==> src/rtl/fifo_drain_pkg.sv <==
// fifo_drain_pkg: shared definitions for the FIFO read-side drain controller.
//   state_t         : drain FSM encoding (IDLE=0, DRAIN=1)
//   OUT_DEPTH       : depth of the downstream output buffer
//   DEF_WORD_SIZE   : default data word width
//   DEF_PTR_L       : default width of occupancy-related signals
//   DEF_CNT_W       : default width of the popped-word counter
package fifo_drain_pkg;

  typedef enum logic {
    IDLE  = 1'b0,
    DRAIN = 1'b1
  } state_t;

  localparam int OUT_DEPTH     = 2;
  localparam int DEF_WORD_SIZE = 6;
  localparam int DEF_PTR_L     = 3;
  localparam int DEF_CNT_W     = 8;

endpackage

==> src/rtl/fifo_drain_ctrl_skid.sv <==
// fifo_out_skid: 2-entry FIFO-ordered output buffer with a valid/ready head.
// Ports:
//   clk, reset_L        : clock, synchronous active-low reset
//   push, push_data     : write one word into the tail (caller guarantees room)
//   ready_in            : downstream accepts the head this cycle
//   data_out, valid_out : head of the buffer (data_out reads 0 when empty)
//   buf_count           : number of words currently held (0..2)
module fifo_out_skid
  import fifo_drain_pkg::*;
#(
  parameter int WORD_SIZE = DEF_WORD_SIZE
) (
  input  logic                 clk,
  input  logic                 reset_L,
  input  logic                 push,
  input  logic [WORD_SIZE-1:0] push_data,
  input  logic                 ready_in,
  output logic [WORD_SIZE-1:0] data_out,
  output logic                 valid_out,
  output logic [1:0]           buf_count
);

  // mem[0] is always the head; a read shifts mem[1] forward.
  logic [WORD_SIZE-1:0] mem [OUT_DEPTH];
  logic [1:0]           count;
  logic                 take;

  assign valid_out = (count != 2'd0);
  assign take      = valid_out & ready_in;
  assign data_out  = valid_out ? mem[0] : '0;
  assign buf_count = count;

  always_ff @(posedge clk) begin
    if (!reset_L) begin
      count <= 2'd0;
    end else begin
      case ({push, take})
        2'b10:   count <= count + 2'd1;
        2'b01:   count <= count - 2'd1;
        default: count <= count;
      endcase
    end
  end

  // Storage needs no reset: an empty buffer masks data_out to zero.
  // When push and take coincide the later assignment to mem[0] wins,
  // which places the new word directly at the head of a 1-entry buffer.
  always_ff @(posedge clk) begin
    if (take) begin
      mem[0] <= mem[1];
    end
    if (push) begin
      if (take) begin
        if (count == 2'd2) mem[1] <= push_data;
        else               mem[0] <= push_data;
      end else begin
        if (count == 2'd0) mem[0] <= push_data;
        else               mem[1] <= push_data;
      end
    end
  end

endmodule

==> src/rtl/fifo_drain_ctrl.sv <==
// fifo_drain_ctrl: read-side controller for the FIFO memory block.
// Watches the FIFO flags, issues fifo_rd pops, captures each popped word one
// cycle later and hands it downstream through a 2-entry valid/ready buffer.
// Ports:
//   clk, reset_L          : clock, synchronous active-low reset
//   rd_en                 : drain enable (in-flight word still completes)
//   flush                 : force draining to empty (burst mode only)
//   fifo_empty            : FIFO empty flag
//   almost_empty          : FIFO occupancy <= its empty threshold
//   fifo_error            : FIFO error flag
//   fifo_data             : FIFO read data, valid the cycle after fifo_rd
//   fifo_rd               : pop request
//   data_out, valid_out   : head of the output buffer
//   ready_in              : downstream accepts data_out
//   pop_count             : words popped since reset, wrapping
//   drain_err             : sticky protocol error (error flag after a pop)
//   busy                  : FSM is in DRAIN
// Build option: define FIFO_DRAIN_BURST_EN to start draining only when the
// FIFO is above its empty threshold (or on flush); otherwise draining starts
// as soon as the FIFO is non-empty and flush is ignored.
module fifo_drain_ctrl
  import fifo_drain_pkg::*;
#(
  parameter int WORD_SIZE = DEF_WORD_SIZE,
  parameter int PTR_L     = DEF_PTR_L,
  parameter int CNT_W     = DEF_CNT_W
) (
  input  logic                 clk,
  input  logic                 reset_L,
  input  logic                 rd_en,
  input  logic                 flush,
  input  logic                 fifo_empty,
  input  logic                 almost_empty,
  input  logic                 fifo_error,
  input  logic [WORD_SIZE-1:0] fifo_data,
  output logic                 fifo_rd,
  output logic [WORD_SIZE-1:0] data_out,
  output logic                 valid_out,
  input  logic                 ready_in,
  output logic [CNT_W-1:0]     pop_count,
  output logic                 drain_err,
  output logic                 busy
);

  state_t           state;
  state_t           state_nx;
  logic             inflight;
  logic [1:0]       buf_count;
  logic [PTR_L-1:0] occ;
  logic             free;
  logic             start;

`ifdef FIFO_DRAIN_BURST_EN
  assign start = ~almost_empty | flush;
`else
  logic unused_burst_inputs;
  assign unused_burst_inputs = flush ^ almost_empty;
  assign start = ~fifo_empty;
`endif

  // Words committed to the output path: buffered plus the one in flight.
  assign occ = PTR_L'(buf_count) + PTR_L'(inflight);

  // A head leaving this cycle makes room for the next pop, which lands two
  // cycles later; this keeps the path at one word per cycle under ready_in.
  assign free = (occ < PTR_L'(OUT_DEPTH)) | (valid_out & ready_in);

  // Gated by reset_L so that no pop escapes during the reset cycle.
  assign fifo_rd = reset_L & (state == DRAIN) & rd_en & ~fifo_empty & free;
  assign busy    = (state == DRAIN);

  always_comb begin
    state_nx = state;
    case (state)
      IDLE:  if (rd_en & start) state_nx = DRAIN;
      DRAIN: if (fifo_empty & ~inflight) state_nx = IDLE;
      default: state_nx = IDLE;
    endcase
  end

  // Stage boundary: pop issued -> word captured from fifo_data next cycle.
  always_ff @(posedge clk) begin
    if (!reset_L) begin
      state     <= IDLE;
      inflight  <= 1'b0;
      pop_count <= '0;
      drain_err <= 1'b0;
    end else begin
      state    <= state_nx;
      inflight <= fifo_rd;
      if (inflight) pop_count <= pop_count + 1'b1;
      if (inflight & fifo_error) drain_err <= 1'b1;
    end
  end

  // Stage boundary: captured word -> output buffer tail.
  fifo_out_skid #(
    .WORD_SIZE (WORD_SIZE)
  ) u_skid (
    .clk       (clk),
    .reset_L   (reset_L),
    .push      (inflight),
    .push_data (fifo_data),
    .ready_in  (ready_in),
    .data_out  (data_out),
    .valid_out (valid_out),
    .buf_count (buf_count)
  );

endmodule

==> config.mk <==
export PLATFORM = sky130hd
export DESIGN_NAME = fifo_drain_ctrl
export DESIGN_NICKNAME = d
export VERILOG_FILES = /design/src/rtl/fifo_drain_pkg.sv /design/src/rtl/fifo_drain_ctrl_skid.sv /design/src/rtl/fifo_drain_ctrl.sv
export SDC_FILE = /design/constraint.sdc
export NUM_CORES = 1
export LEC_CHECK = 0
export ABC_AREA = 1
export CORE_UTILIZATION = 45
export CTS_CLUSTER_DIAMETER = 200
export CTS_CLUSTER_SIZE = 10
export DETAILED_ROUTE_END_ITERATION = 7
export HOLD_SLACK_MARGIN = 0.06
export PLACE_DENSITY_LB_ADDON = 0.25
export SLEW_MARGIN = 20
export SYNTH_ARGS = -nofsm -noshare
export SYNTH_HDL_FRONTEND = slang
export SYNTH_SLANG_ARGS = --single-unit
==> constraint.sdc <==
create_clock -name clk -period 4.1 [get_ports clk]
set_input_delay 1.025 -clock clk [delete_from_list [all_inputs] [get_ports clk]]
set_output_delay 1.025 -clock clk [all_outputs]
set_load 0.02 [all_outputs]
==> After elaboration in Yosys (flattened, before gate mapping) <==
Memories as Yosys holds them, arrays and structs flattened.
Cells that the tools add are included.
{ "totals": {"register_bits": 13, "mem_bits_rw": 12, "input_bits": 14, "elab_cells": 58, "mem_count": 1} }
{ "memory_table": {"columns": ["name", "words", "word_bits", "rd", "rd_ports_with_merged_regs", "write_ports", "line", "text"], "rows": [
  ["u_skid.mem", 2, 6, 2, 0, 2, "fifo_drain_ctrl_skid.sv:24", "logic [WORD_SIZE-1:0] mem [OUT_DEPTH];"]
]} }
{ "classes": {"n_addsub": 4, "magnitude_cmp": 1, "eq_ne": 3, "mux": 26, "bitwise": 15, "reduce_logical": 3} }
{ "op_table": {"columns": ["op", "count"], "rows": [
  ["6-bit 2-to-1 mux", 4],
  ["1-bit 2-to-1 mux", 20],
  ["8-bit by 1-bit adder with 8-bit output (second input constant)", 1],
  ["1-bit bitwise AND", 8],
  ["2-bit == test (second input constant)", 2],
  ["1-bit bitwise OR", 4],
  ["2-bit one-hot mux with 2 select lines", 1],
  ["2-bit nonzero test", 2],
  ["2-bit by 1-bit adder with 3-bit output", 1],
  ["3-bit by 2-bit less-than comparator with 1-bit output (second input constant)", 1],
  ["1-bit inverter", 3],
  ["2-bit by 1-bit adder with 2-bit output (second input constant)", 1],
  ["2-bit by 1-bit == test with 1-bit output (second input constant)", 1],
  ["2-bit zero test", 1],
  ["1-bit one-hot mux with 2 select lines", 1],
  ["2-bit by 1-bit subtractor with 2-bit output (second input constant)", 1]
]} }

==> Logic depth before layout (Yosys ltp) <==
Gate-level depths: netlist (run 1).
{ "logic_depth": {"ltp_word": 7, "depth_mapped": 7, "ltp_nobuf": 7} }

==> Hierarchy <==
Synthesis (run 1) repeated with hierarchy kept, for this count alone.
{ "unflattened": {"hier_cells": 140, "area_unflattened_um2": 1202.4} }
{ "by_module_without_submodules": {"columns": ["module", "n_inst", "cells_per_inst", "area_each_um2", "seq_area_each_um2"], "rows": [
  ["fifo_out_skid", 1, 70, 684.4, 400.4],
  ["fifo_drain_ctrl", 1, 70, 518.0, 220.2]
]} }

==> Worst setup path before layout (run 1) <==
Ideal clock, no wire load.
{ "synth_timing": {"path_type": "input port to output port", "from": "input fifo_empty", "to": "output fifo_rd", "arrival_time_ns": 1.716, "required_ns": 3.075, "path_slack_ns": 1.359, "cell_stages": 3, "path_buffers": 0, "cell_sequence": "inv_1 nand3_1 nor3b_1"} }
{ "synth_via": {"elab_chain_cells": 3} }
{ "synth_rtl": {"columns": ["item", "line", "text"], "rows": [
  ["start, declared", "fifo_drain_ctrl.sv:32", "input logic fifo_empty,"],
  ["1-bit inverter", "fifo_drain_ctrl.sv:69", "assign fifo_rd = reset_L & (state == DRAIN) & rd_en & ~fifo_empty & free;"],
  ["1-bit bitwise AND (2 in a row)", "fifo_drain_ctrl.sv:69", null],
  ["end, declared", "fifo_drain_ctrl.sv:36", "output logic fifo_rd,"]
]} }
No other way between the ends.

==> Worst setup path in the final report (run 1) <==
{ "layout_timing": {"from": "input ready_in", "to": "output fifo_rd"} }
{ "layout_via": {"elab_chain_cells": 3} }
{ "layout_rtl": {"columns": ["item", "line", "text"], "rows": [
  ["start, declared", "fifo_drain_ctrl.sv:39", "input logic ready_in,"],
  ["1-bit bitwise AND", "fifo_drain_ctrl.sv:66", "assign free = (occ < PTR_L'(OUT_DEPTH)) | (valid_out & ready_in);"],
  ["1-bit bitwise OR", "fifo_drain_ctrl.sv:66", null],
  ["1-bit bitwise AND", "fifo_drain_ctrl.sv:69", null]
]} }
No other way between the ends.

==> summary.md, run 1 <==
| Metric | Value |
|---|---|
| Status | `complete, no violations` |
| Startpoint type of the worst setup path | `input port` |
| Weighted congestion reported at the end of routability-driven placement | `0.764` |
| Hold WC Path Type | `flop to flop` |
| Final hold violation count | `0` |
| Max-capacitance violation count | `0` |
| Total iterations of the first detailed-routing run | `4` |
| Cells along the critical path | `clkdlybuf4s50_1 > a21oi_1 > nor3b_1 > clkdlybuf4s50_1` |
| Arrival time worst endpoint | `2.49 ns` |
| Max IR drop VDD | `0.182 mV` |
| Vias after detailed routing | `943` |
| First DRT Iteration DRCs | `14` |
| Die Width | `52.1 microns` |
| Ratio of routed vias to standard cells | `4.84` |
| Height of the chip | `52.1 microns` |
| Post-placement setup slack | `0.601 ns` |
| Worst-path cell with the longest stage delay | `clkdlybuf4s50_1` |
| Number of sinks handled by clock tree synthesis | `25` |
| Global-route wire length before repair | `3.40 mm` |
| Post-detailed-route wirelength per cell | `10.6 microns` |
| Cell taking the most area after synthesis | `edfxtp_1` |
| Antenna-violating nets left | `0` |
| Pin count of the biggest net entering global routing | `19` |
| Buffer cell driving the clock tree root | `clkbuf_4` |
| Count of unique library cells instantiated by Yosys | `18` |
| Most used standard cells in the synthesized netlist | `32 x nand2_1, 20 x nor2_1, 19 x inv_1` |
| Ports | `32` |
| Post-synth top area share | `31.9%` |
| Critical path start-end classification | `input port to primary output` |
| Power, Total | `0.000408 W` |
| Number of instances resized during post-cts repair | `0` |
| CTS tree | `yes` |
| Worst clock skew | `0.00716 ns` |
| Crit-path max cell delay | `0.63 ns` |
| Post-synthesis cell count | `135` |
| HP Start | `drain_err` |
| Number of CTS-inserted buffers | `3` |
| Top post-synthesis cells by area | `edfxtp_1 32%, dfxtp_1 23%, nand2_1 11%` |
| Number of global-route vias before repair | `868` |
| Crit-path leading delay family | `buffers and inverters` |
| Number of enable-type register cells in the synthesized netlist | `12` |
| Clock latency on the worst-skew pair | `0.31 ns` |
| Initial antenna violation count | `0` |
| Final core utilization | `64.2%` |
| Achievable frequency | `284 MHz` |
| WP data required | `3.07 ns` |
| Cell type with the highest occurrence count on the critical path | `clkdlybuf4s50_1` |
| Initial Util | `49.2%` |
| Total of flip-flops plus latches after synthesis | `25` |
| Syn avg cell area | `8.38 sq um` |
| Unrepaired setup endpoints after global routing | `no` |
| Post-route clock period utilization | `85.8%` |
| H-tree depth | `1` |
| Setup-violating endpoint count in the final report | `0` |
| Wire length after detailed routing | `2.06 mm` |
| Most instantiated library cell after synthesis | `nand2_1` |
| DRC violation count after routing | `0` |
| Layout net count | `183` |
| Worst slew margin | `42.5%` |
| Number of diodes | `0` |
| CORE AREA | `2300 sq um` |
| Total congestion overflow after global routing | `0` |
| FFs w/ async S/R, synth | `0%` |
| Share of cells above drive strength 1 | `5.99%` |
| Number of input and output port buffers inserted | `29` |
| Post-synthesis instance area | `1130 sq um` |
| CTS Hold Bufs | `0` |
| Critical path endpoint category | `primary output` |
| Primary flip-flop cell chosen by synthesis mapping | `dfxtp_1` |
| DP HPWL | `1.58 mm` |
| Top fanout value on the critical path | `5` |
| Timing startpoint of the critical path | `ready_in` |
| Measured slew at the worst slew-check pin | `0.853 ns` |
| Area added between synthesis and finish | `30.3%` |
| Power Density | `277 nW/um^2` |
| Final slew viol count | `0` |
| Number of core rows | `17` |
| Sequential area share after synthesis | `54.9%` |
| GRT Overall Usage | `17.0%` |
| Crit path buf inv count | `2` |
| Deepest clock path buffer count | `2` |
| Total Die Area | `2720 sq um` |
| Min Hold Slack | `0.499 ns` |
| Setup slack of the critical path after layout | `0.584 ns` |
| Total negative slack | `0 ns` |
| Synthesized netlist net count | `150` |
| Clock slew at reported path FFs | `0.13 ns` |
| Reg-to-Reg Start | `inflight` |
| Count of synthesis-stage warnings from yosys | `0` |
| Time the worst path needs with I/O delays and setup | `3.52 ns` |
| Reported leakage power | `0.625 nW` |
| # Post-CTS Setup Buffers | `0` |
-- worst paths after layout --
check	endpoint	slack (ns)	cells after the start
worst max-delay path	fifo_rd	0.58	4
worst min-delay path	drain_err	0.50	2
worst max register to register	u_skid.mem[0][2]	2.36	3
worst min register to register	drain_err	0.50	2
-- area by class of cell --
class	count	area (sq um)
Clock buffer	4	26.3
Timing Repair Buffer	31	305
Multi-Input combinational cell	88	415
Fill cell	208	823
Tap cell	28	35.0
Sequential cell	25	621
Inverter	19	71.3
-- power breakdown --
group	leakage [nW]	switching [W]	total, W	internal, W
combinational	0.397	0.0000179	0.0000364	0.0000185
clock	0.0150	0.0000686	0.000106	0.0000379
sequential	0.213	0.00000181	0.000265	0.000264
-- registers in the layout (all words and copies together), names as in the netlist --
register and count:
u_skid.mem 12, u_skid.buf_count 2, inflight 1, pop_count 8
busy 1, drain_err 1
-- cell usage in the layout (no fill, tap or decap), drive strengths merged --
| cell type | instances |
|---|---|
| inv | 19 |
| clkdlybuf4s50 | 29 |
| edfxtp | 12 |
| nand3 | 13 |
| o21ai | 5 |
| a31oi | 1 |
| dfxtp | 13 |
| nor3b | 2 |
| a21oi | 7 |
| nor2 | 22 |
| buf | 2 |
| clkbuf | 4 |
| nor3 | 2 |
| ha | 1 |
| nand2 | 35 |
-- kinds of logic after synthesis --
kind of cell / share of synthesized area (%)
DFF: 54.9
AOI/OAI and AO/OA: 5.86
adders and majority gates: 1.11
buffers and inverters: 8.41
and+or+nand+nor: 29.8
-- worst register-to-register path: cells and delay by family, from the launching register on --
family | cells | cell delay (ns)
flops | 1 | 0.33
compound gates | 1 | 0.70
buf+inv | 2 | 0.35
-- metrics by stage --
stage	cell area (sq um)	std cells
final	1470	195
after global routing	1470	195
after CTS	1470	195
after detailed placement	1450	191
after global placement	1450	191
after floorplan	1130	135
-- metal layers --
metal  global-route usage (%)  up-vias  routed length (microns)
met5                        0        -                        0
met1                     18.2      425                      884
met2                     33.3       21                     1080
met4                     6.58        0                       17
met3                     1.75        2                       76
li1                         -      495                        -
(Power assumes the default switching activity.)
==> run 2, diff against run 1 <==
CAP_MARGIN = 30   (was not set)
==> results of run 2 <==
The final DEF is identical to that of run 1; final timing and power are the same.
==> edit (config.mk and constraints of run 1) <==
The option `FIFO_DRAIN_BURST_EN` is turned on by a define.
--- a/src/rtl/fifo_drain_ctrl.sv
+++ b/src/rtl/fifo_drain_ctrl.sv
@@ -20,2 +20,4 @@
 // as soon as the FIFO is non-empty and flush is ignored.
+`define FIFO_DRAIN_BURST_EN
+
 module fifo_drain_ctrl
Formal check against the unedited RTL: not equivalent (a bounded check fails within 4 cycles, from zero or initial values and one cycle with reset_L low).
==> edit against run 1 <==
Non-clock buffer count grew 2; sequential share of layout area is 1.7 points lower; setup slack got worse by 0.011 ns; sequential cell count did not move; design area grew 4.2%; routed wire length rose by 9.3%; area after synthesis is 3.3% higher; power up 3.6%.
==> edit: results (changes against run 1) <==
| Metric | Value |
|---|---|
| Reg-to-Reg End | u_skid.mem[0][3]$_DFFE_PP_ |
| Hold Path Cell Cnt | 2 (unchanged) |
| Status | completed |
| Top cells by area, synth | edfxtp_1, dfxtp_1, nand2_1 |
| Critical path launch point | reset_L |
| Vias in the first global route | 928 (+6.9%) |
| Biggest register | u_skid.mem |
| Setup WS post-layout | 0.5728 ns (-0.01118 ns) |
| Synth cell count leaders | nand2_1, inv_1, nor2_1, dfxtp_1 |
| First-pass GRT wire length | 3.670 mm (+7.9%) |
| 1st-iter DRT viols | 7 (-7) |
| Static Leak | 0.6747 nW (+7.9%) |
| R2R setup slack | 2.41 ns (+0.05 ns) |
| Count of different cell masters after synthesis | 21 (+3) |
| Post-synth EDFFs | 12 (unchanged) |
| WL per Instance | 10.93 um (+3.5%) |
| Num CTS Buffers | 3 (unchanged) |
| Psw | 0.09572 mW (+8.4%) |
| Yosys warns | 0 (unchanged) |
| Total GRT Usage | 17.66% (+0.68 points) |
| Hpwl dp | 1.786 mm (+13%) |
| Filler Cells Inserted | 239 (+15%) |
| I/O Buffers | 31 (+6.9%) |
| Total Nets Final | 192 (+4.9%) |
| Adder-cell area share of the yosys netlist | 1.071% (-0.036 points) |
| Slew Limit Headroom | 45.66% (+3.2 points) |
| Synth Flop Type | dfxtp_1 |
| Share of post-route cells with drive strength above 1 | 9.091% (+3.1 points) |
| Via count | 1016 (+7.7%) |
| Comb power frac | 11.6% (+2.7 points) |
| Post-synthesis xor/xnor area fraction | 0% (unchanged) |
| DP Area | 1510 um^2 (+4.3%) |
| Worst-Skew Late Latency | 0.30 ns |
| Final RePlAce weighted congestion | 0.7094 (-7.1%) |
| Max FO, Critical Path | 4 (-1) |
| Mapped Nets | 157 (+4.7%) |
| Sequential power share | 63.3% (-1.7 points) |
| Hold crit path type | reg -> reg |
| Setup Skew | 0.004258 ns (-0.002899 ns) |
| Post-synthesis compound-gate area fraction | 6.638% (+0.78 points) |
| Maximum vdd ir drop | 0.1980 mV (+9.0%) |
| Pin count of the biggest net entering global routing | 18 (-1) |
| Clk buf depth | 2 (unchanged) |
| Sequential cell area fraction in the yosys report | 53.10% (-1.8 points) |
==> edit: routing by layer <==
metal	vias up	track usage [%]	wire, um
met5	-	0	0
met4	0	5.263	15
met3	2	3.161	79
met2	19	34.18	1224
met1	478	19.07	932
li1	517	-	-
==> edit: area by class of cell <==
| cell class | count | area [um^2] | share of cell area (%) |
|---|---|---|---|
| sequential | 25 | 620.6 | 40.39 |
| multi-input combinational | 90 | 436.7 | 28.42 |
| inverter | 24 | 90.09 | 5.863 |
| timing repair buffer | 33 | 325.3 | 21.17 |
| tap | 30 | 37.54 | 2.443 |
| clock buffer | 4 | 26.28 | 1.710 |
==> edit: worst max-delay path, stage by stage <==
cell and delay [ns]:
clkdlybuf4s50_1 0.47, inv_1 0.08, nor3_1 0.18, nand2_1 0.09
inv_1 0.06, clkdlybuf4s50_1 0.59
==> edit: stage by stage <==
| stage | hold WS [ns] | power (mW) | std cells |
|---|---|---|---|
| 6_report | 0.5031 | 0.4228 | 206 |
| 5_1_grt | 0.5388 | 0.4430 | 206 |
| 4_1_cts | 0.5049 | 0.4280 | 206 |
| 3_5_place_dp | 0.4694 | 0.3226 | 202 |
| 3_3_place_gp | 0.4553 | 0.3208 | 202 |
| 2_1_floorplan | 0.4848 | 0.2966 | 142 |
==> edit: cells by family after synthesis <==
group                    after synthesis
AND/OR/NAND/NOR                       76
buffers and inverters                 27
flip-flops                            25
AO/OA/AOI/OAI                         13
adder cells (fa/ha/maj)                1
==> edit: how the worst max path moves through the flow <==
stage	endpoint	depth (start not counted)
3_3_place_gp	fifo_rd	6
5_1_grt	fifo_rd	6
6_report	fifo_rd	6
3_5_place_dp	fifo_rd	6
2_1_floorplan	fifo_rd	5
4_1_cts	fifo_rd	6
